$ cat config.mk
export PLATFORM = sky130hd
export DESIGN_NAME = reg_file_sb
export DESIGN_NICKNAME = d
export VERILOG_FILES = /design/src/rtl/reg_file_pkg.sv /design/src/rtl/reg_scoreboard.sv /design/src/rtl/reg_file_sb.sv
export SDC_FILE = /design/constraint.sdc
export NUM_CORES = 2
export LEC_CHECK = 0
export CORE_MARGIN = 5
export CORE_UTILIZATION = 45
export CTS_BUF_LIST = sky130_fd_sc_hd__clkbuf_2
export CTS_CLUSTER_DIAMETER = 150
export CTS_CLUSTER_SIZE = 16
export DETAILED_ROUTE_END_ITERATION = 6
export PLACE_DENSITY = 0.66
export REMOVE_ABC_BUFFERS = 1
export SLEW_MARGIN = 20
export SYNTH_ARGS = -nofsm -noshare
export SYNTH_HDL_FRONTEND = slang
export SYNTH_SLANG_ARGS = --single-unit
$ cat constraint.sdc
create_clock -name Clock -period 3.3 [get_ports Clock]
set_clock_uncertainty 0.1 [all_clocks]
set_input_delay 0.66 -clock Clock [delete_from_list [all_inputs] [get_ports Clock]]
set_output_delay 0.66 -clock Clock [all_outputs]
set_load 0.02 [all_outputs]
$ cat src/rtl/reg_file_pkg.sv
`default_nettype none
// ============================================================================
// Module   : reg_file_pkg
// Purpose  : Shared defaults for the register file / scoreboard slice and the
//            helper that derives the register address width from the count.
// Revision : 1.0  initial release
// ============================================================================
package reg_file_pkg;

  localparam int XLEN_DEF  = 32;
  localparam int NREGS_DEF = 32;

  // Address width for a given register count (count is a power of two).
  function automatic int addr_width(input int nregs);
    return $clog2(nregs);
  endfunction

  localparam int AW_DEF = addr_width(NREGS_DEF);

endpackage : reg_file_pkg
`default_nettype wire

$ cat src/rtl/reg_scoreboard.sv
`default_nettype none
// ============================================================================
// Module   : reg_scoreboard
// Purpose  : One pending bit per architectural register plus a registered
//            count of pending registers.  Issue marks a destination pending,
//            writeback clears it, flush clears everything.
// Ports    : Clock      in   rising-edge clock
//            nReset     in   asynchronous active-low reset
//            issueEn    in   instruction issued with a destination
//            issueRd    in   destination to mark pending
//            writeEn    in   writeback strobe (clears wrAddr)
//            wrAddr     in   writeback destination
//            flush      in   clear all pending marks
//            pending    out  pending bit vector
//            pendCount  out  number of set pending bits
// Revision : 1.0  initial release
// ============================================================================
module reg_scoreboard
  import reg_file_pkg::*;
#(
  parameter int NREGS    = NREGS_DEF,
  parameter int ZERO_REG = 1,
  localparam int AW      = addr_width(NREGS)
) (
  input  logic             Clock,
  input  logic             nReset,
  input  logic             issueEn,
  input  logic [AW-1:0]    issueRd,
  input  logic             writeEn,
  input  logic [AW-1:0]    wrAddr,
  input  logic             flush,
  output logic [NREGS-1:0] pending,
  output logic [AW:0]      pendCount
);

  logic             set_ok;
  logic             inc;
  logic             dec;
  logic [NREGS-1:0] pending_next;
  logic [AW:0]      count_next;

  always_comb begin
    // Register 0 is never a real producer target when it is hardwired zero.
    set_ok = issueEn && !((ZERO_REG != 0) && (issueRd == '0));
    // Count goes up only when a clear bit becomes set; it goes down only when
    // a set bit is cleared and no issue to the same register re-sets it.
    inc    = set_ok && !pending[issueRd];
    dec    = writeEn && pending[wrAddr] && !(set_ok && (issueRd == wrAddr));

    pending_next = pending;
    count_next   = pendCount + {{AW{1'b0}}, inc} - {{AW{1'b0}}, dec};

    if (flush) begin
      pending_next = '0;
      count_next   = '0;
    end else begin
      // Clear before set so a same-cycle issue (new producer) wins.
      if (writeEn) pending_next[wrAddr]  = 1'b0;
      if (set_ok)  pending_next[issueRd] = 1'b1;
    end
  end

  always_ff @(posedge Clock or negedge nReset) begin
    if (!nReset) begin
      pending   <= '0;
      pendCount <= '0;
    end else begin
      pending   <= pending_next;
      pendCount <= count_next;
    end
  end

endmodule : reg_scoreboard
`default_nettype wire

$ cat src/rtl/reg_file_sb.sv
`default_nettype none
// ============================================================================
// Module   : reg_file_sb
// Purpose  : Multi-read-port register file with same-cycle write bypass and
//            an attached scoreboard that reports per-port operand hazards.
// Ports    : Clock      in   rising-edge clock
//            nReset     in   asynchronous active-low reset
//            writeEn    in   writeback strobe
//            wrAddr     in   writeback destination
//            wrData     in   writeback data
//            rdAddr     in   packed per-port read addresses (port i at i*AW)
//            rdValid    in   per-port operand needed this cycle
//            rdData     out  packed per-port read data (port i at i*XLEN)
//            rdBusy     out  per-port operand pending
//            stall      out  any needed operand is pending
//            issueEn    in   instruction issued with destination
//            issueRd    in   destination marked pending
//            flush      in   clear all pending marks
//            pendCount  out  number of pending registers
// Revision : 1.0  initial release
// ============================================================================
module reg_file_sb
  import reg_file_pkg::*;
#(
  parameter int XLEN     = XLEN_DEF,
  parameter int NREGS    = NREGS_DEF,
  parameter int NRD      = 2,
  parameter int ZERO_REG = 1,
  localparam int AW      = addr_width(NREGS)
) (
  input  logic                Clock,
  input  logic                nReset,
  input  logic                writeEn,
  input  logic [AW-1:0]       wrAddr,
  input  logic [XLEN-1:0]     wrData,
  input  logic [NRD*AW-1:0]   rdAddr,
  input  logic [NRD-1:0]      rdValid,
  output logic [NRD*XLEN-1:0] rdData,
  output logic [NRD-1:0]      rdBusy,
  output logic                stall,
  input  logic                issueEn,
  input  logic [AW-1:0]       issueRd,
  input  logic                flush,
  output logic [AW:0]         pendCount
);

  logic [XLEN-1:0]  mem [NREGS];
  logic [NREGS-1:0] pending;
  logic             wr_ok;

  // Writes to register 0 are dropped (and never bypassed) when it is hardwired.
  assign wr_ok = writeEn && !((ZERO_REG != 0) && (wrAddr == '0));

  always_ff @(posedge Clock or negedge nReset) begin
    if (!nReset) begin
      for (int k = 0; k < NREGS; k++) mem[k] <= '0;
    end else if (wr_ok) begin
      mem[wrAddr] <= wrData;
    end
  end

  generate
    for (genvar i = 0; i < NRD; i++) begin : g_rd
      logic [AW-1:0] addr;
      logic          hit;

      assign addr = rdAddr[i*AW +: AW];
      assign hit  = writeEn && (wrAddr == addr);

      always_comb begin
        rdData[i*XLEN +: XLEN] = mem[addr];
        if (wr_ok && hit)
          rdData[i*XLEN +: XLEN] = wrData;
        else if ((ZERO_REG != 0) && (addr == '0))
          rdData[i*XLEN +: XLEN] = '0;
      end

      // A writeback landing this cycle resolves the hazard immediately.
      assign rdBusy[i] = pending[addr] && !hit;
    end : g_rd
  endgenerate

  assign stall = |(rdValid & rdBusy);

  reg_scoreboard #(
    .NREGS    (NREGS),
    .ZERO_REG (ZERO_REG)
  ) u_scoreboard (
    .Clock     (Clock),
    .nReset    (nReset),
    .issueEn   (issueEn),
    .issueRd   (issueRd),
    .writeEn   (writeEn),
    .wrAddr    (wrAddr),
    .flush     (flush),
    .pending   (pending),
    .pendCount (pendCount)
  );

endmodule : reg_file_sb
`default_nettype wire

; ---- Word-level counts from Yosys, hierarchy flattened
; Cells that the tools add are included.
[totals]
ff_bits = 1062
output_inout_bits = 73
[classes]
mux = 30
n_eq_ne = 3
n_reduce_logical = 26
n_addsub = 2
bitwise_logic = 7
magnitude_cmp = 10
[ops]
columns = operator, count
row1 = bitwise mux 1024 bit, 1
row2 = 2-to-1 mux 32 bit, 13
row3 = binary-select mux 32 bit (select 5 bit), 2
row4 = demux 32 bit (select 5 bit), 1
row5 = AND 32 bit, 1
row6 = NOT 32 bit, 1
row7 = OR 32 bit, 1
row8 = "less-than comparator 5 x 6 -> 1 bit, second input constant", 4
row9 = binary-select mux 1 bit (select 5 bit), 4
row10 = logical NOT 5 bit, 4
row11 = ">= comparator 6 bit, second input constant", 3
row12 = NOT 5 -> 6 bit, 3
row13 = equality test 5 bit, 3
row14 = logical AND 1 bit, 15
row15 = demux 1 bit (select 5 bit), 2
row16 = ">= comparator 5 x 1 -> 1 bit, second input constant", 2
row17 = adder 6 x 1 -> 6 bit, 1
row18 = logical NOT 1 bit, 6
row19 = "less-than comparator 6 x 1 -> 1 bit, second input constant", 1
row20 = 2-to-1 mux 1 bit, 6
row21 = 2-to-1 mux 6 bit, 1
row22 = subtractor 6 x 1 -> 6 bit, 1
row23 = AND 2 bit, 1
row24 = OR reduction 2 bit, 1

; ---- Longest topological paths before layout
[logic_depth]
word_depth = 11
mapped_depth = 17
depth_no_buf = 15

; ---- Modules after synthesis
; From an unflattened synthesis, not the netlist that was laid out.
[unflattened]
hier_cells = 3884
area_unflattened_um2 = 57696.6
[modules_own_cells]
columns = mod, n_inst, area_per_inst_um2, cells_per_inst
row1 = reg_file_sb, 1, 55169.2, 3610
row2 = reg_scoreboard, 1, 2527.4, 274

; ---- Worst setup path before layout
; Ideal clock, no wire load.
[synth_path]
path_type = input port to flip-flop
start = input wrAddr[1]
end = register u_scoreboard.pendCount[5]
path_buffers = 2
t_arrival_ns = 3.457
cell_stages = 15
setup_slack_ns = -0.382
setup_ns = 0.125
cell_sequence = buf_2 > buf_1 > mux4_2 > nor2b_1 > a21o_1 > a211oi_1 > a31oi_1 > ha_1 > inv_1 > ha_1 > a21o_1 > a21oi_1 > o21bai_1 > a21oi_1 > mux2_2
[synth_via]
elab_chain_cells = 6
elab_cells_between_ends = 9
classes_between = add/sub: 1 / eq/ne: 1 / mux: 3 / reduce/logical: 4
[synth_lines]
columns = item, line_no
row1 = from (decl), reg_file_sb.sv:34  ; input logic [AW-1:0] wrAddr,
row2 = binary-select mux 1 bit (select 5 bit) / equality test 5 bit (equally long branches), reg_scoreboard.sv:48  ; dec = writeEn && pending[wrAddr] && !(set_ok && (issueRd == wrAddr));
row3 = 2-to-1 mux 1 bit (implied by the code) / logical AND 1 bit (equally long branches), reg_scoreboard.sv:48
row4 = logical AND 1 bit / logical NOT 1 bit (equally long branches), reg_scoreboard.sv:48
row5 = logical AND 1 bit *, reg_scoreboard.sv:48
row6 = subtractor 6 x 1 -> 6 bit *, reg_scoreboard.sv:51  ; count_next = pendCount + {{AW{1'b0}}, inc} - {{AW{1'b0}}, dec};
row7 = 2-to-1 mux 6 bit *, reg_scoreboard.sv:53  ; if (flush) begin
row8 = named net u_scoreboard.count_next[5], reg_scoreboard.sv:40  ; logic [AW:0] count_next;
row9 = to (signal assigned), reg_scoreboard.sv:69  ; pendCount <= count_next;
row10 = to (decl), reg_scoreboard.sv:33  ; output logic [AW:0] pendCount
; The timed path passes the listed nets; every way through them passes the cells marked *. The select of a mux whose other input is x is not followed.
; A chain may end at the register's enable or synchronous reset.

; ---- Final worst setup path
[layout_path]
start = register u_scoreboard.pending[6]
end = output stall
[layout_via]
elab_chain_cells = 5
elab_cells_between_ends = 8
classes_between = mux: 4 / bitwise: 1 / reduce/logical: 3
[layout_lines]
columns = item, line_no
row1 = from (decl), reg_scoreboard.sv:32  ; output logic [NREGS-1:0] pending,
row2 = from (signal assigned), reg_scoreboard.sv:68  ; pending <= pending_next;
row3 = binary-select mux 1 bit (select 5 bit), reg_file_sb.sv:79  ; assign rdBusy[i] = pending[addr] && !hit;
row4 = 2-to-1 mux 1 bit (implied by the code), reg_file_sb.sv:79
row5 = logical AND 1 bit, reg_file_sb.sv:79
row6 = AND 2 bit *, reg_file_sb.sv:83  ; assign stall = |(rdValid & rdBusy);
row7 = OR reduction 2 bit *, reg_file_sb.sv:83
row8 = to (decl), reg_file_sb.sv:40  ; output logic stall,
; Every way passes the cells marked *; elsewhere a longest branch is shown, timed or not. The select of a mux whose other input is x is not followed.

==> impl_metrics.env <==
export IMPL_drt_antenna_violating_nets=0
export IMPL_row_count=131
export IMPL_powerDensity_mw_per_mm2=462.9
export IMPL_crit_path_cell_trace="mux4_2 > or3_1 > a41oi_4 > a311oi_4 > a22o_1 > buf_6"
export IMPL_critical_path_max_stage_delay_ns=0.52
export IMPL_ys_types=63
export IMPL_detail_route_wirelength_mm=192.2
export IMPL_ctsLongestPathBuffers=3
export IMPL_count_of_tritonroute_iterations_in_the_first_routing_pass=7
export IMPL_area_delta_synth_final_pct=18.22
export IMPL_period_needed_ns=4.267
export IMPL_fp_dieH_um=368.3
export IMPL_vias_in_the_first_global_route=41550
export IMPL_max_freq_mhz=234.3
export IMPL_p_leak_nw=29.56
export IMPL_cts_root_buffer_cell="sky130_fd_sc_hd__clkbuf_2"
export IMPL_die_width_um=368.3
export IMPL_antenna_found_initial=4
export IMPL_crit_path_start_kind="flip-flop"
export IMPL_die_area_mm2=0.1356
export IMPL_min_period_over_period_pct=129.3
export IMPL_tritoncts_buffer_count=76
export IMPL_detail_routed_net_length_per_standard_cell_um=31.81
export IMPL_largest_net_degree_at_the_start_of_global_routing=109
export IMPL_mappedNetlistArea_mm2=0.05776
export IMPL_worst_path_max_fanout=3
export IMPL_drt_initial_drc_count=3700
export IMPL_route_detailed_drc=0
export IMPL_reg2reg_slack_ns=0.12
export IMPL_netlist_instances=3916
export IMPL_endpoint_kind="output pin"
export IMPL_grt_setup_unrepaired="yes"
export IMPL_tightest_slew_ns=0.7394
export IMPL_final_net_count=4437
export IMPL_setup_violations_final=67
export IMPL_top_level_ports=132
export IMPL_worst_hold_path_startpoint="wrData[21]"
export IMPL_yosysWarningCount=0
export IMPL_grt_total_usage_pct=28.24
export IMPL_path_class="reg -> out"
export IMPL_maxCapViolations=0
export IMPL_async_flop_share_pct=100.0
export IMPL_ff_latch_area_mm2=0.02658
export IMPL_layoutNonFillerInstCount=6042
export IMPL_ys_seq_area_share_pct=46.01
export IMPL_htree_num_levels=3
export IMPL_buf_inv_on_cp=1
export IMPL_cp_data_arrival_time_ns=3.51
export IMPL_reg2reg_to="u_scoreboard.pendCount[4]"
export IMPL_multi_input_area_mm2=0.03034
export IMPL_holdPathEnd="mem[853]"
export IMPL_hpwlAfterDp_mm=126.9
export IMPL_fp_coreArea_mm2=0.1275
export IMPL_cpMaxStageDelayCell="sky130_fd_sc_hd__mux4_2"
export IMPL_violations="negative setup slack"
export IMPL_worst_slew_margin_rel_pct=50.60
export IMPL_vias=39410
export IMPL_vias_per_cell=6.523
export IMPL_area_leader_netlist="sky130_fd_sc_hd__dfrtp_1"
export IMPL_hold_path_cell_count=3
export IMPL_wire_length_of_the_first_global_routing_pass_mm=285.5
export IMPL_syn_area_per_cell_um2=14.75
export IMPL_buffer_ports_inserted=131
export IMPL_worstReg2RegStart="u_scoreboard.pending[3]"
export IMPL_worst_hold_slack_ns=0.1530
export IMPL_clock_sink_count=1062
export IMPL_clock_insertion_delay_worst_skew_ns=1.45
export IMPL_synth_seq_cells=1062
export IMPL_clock_edge_transition_at_the_registers_on_the_reported_setup_and_hold_paths_ns=0.35
export IMPL_path_delay_family="compound AO/OA/AOI/OAI gates"
export IMPL_post_layout_worst_setup_margin_ns=-0.9673
export IMPL_synth_top_cell_area_share_pct=46.01
export IMPL_grt_overflow_total=0
export IMPL_fill_cells=10550
export IMPL_critPathRequiredTime_ns=2.54
export IMPL_placed_cells_incl_taps=5814
export IMPL_yosys_top_cells_area="sky130_fd_sc_hd__dfrtp_1 (46%), sky130_fd_sc_hd__mux4_2 (19%), sky130_fd_sc_hd__mux2_2 (19%)"
export IMPL_status="complete, but fails checks"
export IMPL_worstRegToRegCells=13
export IMPL_ir_worst_vdd_v=0.0002611
export IMPL_fraction_of_final_layout_cells_with_drive_strength_greater_than_1_pct=59.01
export IMPL_final_hold_violation_count=0
export IMPL_placer_congestion=0.8884
export IMPL_power_total_mw=31.60
export IMPL_worst_hold_path_type="in -> reg"
export IMPL_postSynth_topFlopCell="sky130_fd_sc_hd__dfrtp_1"
export IMPL_tritoncts="yes"
export IMPL_final_max_slew_viol_count=0
export IMPL_initial_core_util_pct=45.29
export IMPL_count_of_flip_flops_with_a_built_in_enable_after_synthesis=0
==> cells in the final DEF, fill, tap and decap left out, types with 50 or more instances in the layout <==
cell / instances
sky130_fd_sc_hd__a211oi_2: 61
sky130_fd_sc_hd__a21oi_1: 58
sky130_fd_sc_hd__a22o_1: 50
sky130_fd_sc_hd__a22oi_1: 65
sky130_fd_sc_hd__buf_12: 161
sky130_fd_sc_hd__buf_4: 503
sky130_fd_sc_hd__buf_6: 80
sky130_fd_sc_hd__clkbuf_2: 76
sky130_fd_sc_hd__dfrtp_1: 1061
sky130_fd_sc_hd__mux2_2: 984
sky130_fd_sc_hd__mux2i_1: 140
sky130_fd_sc_hd__mux4_2: 496
==> how the worst max path moves through the flow <==
stage / cells past startpoint / slack [ns] / endpoint / start
4_1_cts: 6 / -1.09 / stall / u_scoreboard.pending[22]
3_3_place_gp: 9 / -1.20 / rdData[44] / wrAddr[2]
6_report: 6 / -0.97 / stall / u_scoreboard.pending[6]
5_1_grt: 6 / -1.12 / stall / u_scoreboard.pending[22]
2_1_floorplan: 5 / -1.85 / rdData[30] / wrAddr[0]
3_5_place_dp: 9 / -1.21 / rdData[44] / wrAddr[2]
==> cell type report <==
class,count,area share (%)
Clock inverter,8,0.07330
Antenna cell,3,0.01099
Timing Repair Buffer,834,12.88
Inverter,15,0.08246
Tap cell,1662,3.046
Clock buffer,76,0.5571
Multi-Input combinational cell,2382,44.43
Sequential cell,1062,38.92
==> logic make-up (layout without fill, tap and decap cells) <==
group           Yosys count  after routing  synth area share [%]
xor+xnor                 19             19                0.2881
compound gates          491            491                 6.141
other cells               0              3                     0
simple gates            218            218                 1.999
flops                  1062           1062                 46.01
buf+inv                 472            933                 3.934
mux                    1647           1647                 41.46
fa+ha+maj                 7              7                0.1646
==> synth_stat cells (33+ instances only) <==
cell / instances
sky130_fd_sc_hd__nand2_1: 44
sky130_fd_sc_hd__clkbuf_1: 217
sky130_fd_sc_hd__a22o_1: 52
sky130_fd_sc_hd__o221ai_1: 46
sky130_fd_sc_hd__nor2b_1: 70
sky130_fd_sc_hd__a211oi_1: 82
sky130_fd_sc_hd__a22oi_1: 83
sky130_fd_sc_hd__nor2_1: 49
sky130_fd_sc_hd__mux2i_1: 147
sky130_fd_sc_hd__dfrtp_1: 1062
sky130_fd_sc_hd__buf_2: 153
sky130_fd_sc_hd__mux4_2: 496
sky130_fd_sc_hd__a21oi_1: 100
sky130_fd_sc_hd__mux2_2: 989
sky130_fd_sc_hd__a31oi_1: 33
==> per-stage QoR <==
step | instance area, µm² | utilization [%] | TNS (ns) | setup slack (ns)
after floorplan | 55540 | - | -52.99 | -1.850
after global routing | 68280 | 53.55 | -56.21 | -1.124
final | 68280 | 53.55 | -44.12 | -0.9673
after detailed placement | 65390 | 51.28 | -63.58 | -1.212
after CTS | 67800 | 53.17 | -54.82 | -1.089
after global placement | 65390 | 51.28 | -63.34 | -1.199
==> report_power, final <==
group / internal, mW / switching, mW
logic: 5.84 / 3.86
registers: 15.4 / 1.68
clock network: 0.628 / 4.19
==> state kept, by name, summed over array words and instances (netlist names) <==
| signal | cells |
|---|---|
| u_scoreboard.pending | 32 |
| u_scoreboard.pendCount | 6 |
| mem | 1024 |
==> repair_timing <==
item                       in CTS  in global routing
hold buffers                   25                  0
setup endpoints to repair      73                 70
gates resized for setup       554                 83
pin swaps                     178                 53
buffers inserted              114                 19
hold endpoints to repair     1152                  0
==> worst min-delay path, stage by stage <==
cell,delay (ns)
sky130_fd_sc_hd__clkdlybuf4s50_1,0.46
sky130_fd_sc_hd__buf_4,0.26
sky130_fd_sc_hd__mux2_2,0.29
==> layer usage <==
| metal | track usage, % | wire length (µm) |
|---|---|---|
| met2 | 46.03 | 91710 |
| met5 | 0 | 13 |
| met1 | 37.98 | 77030 |
| met3 | 5.344 | 15230 |
| met4 | 10.39 | 8202 |
(Power assumes the default switching activity.)
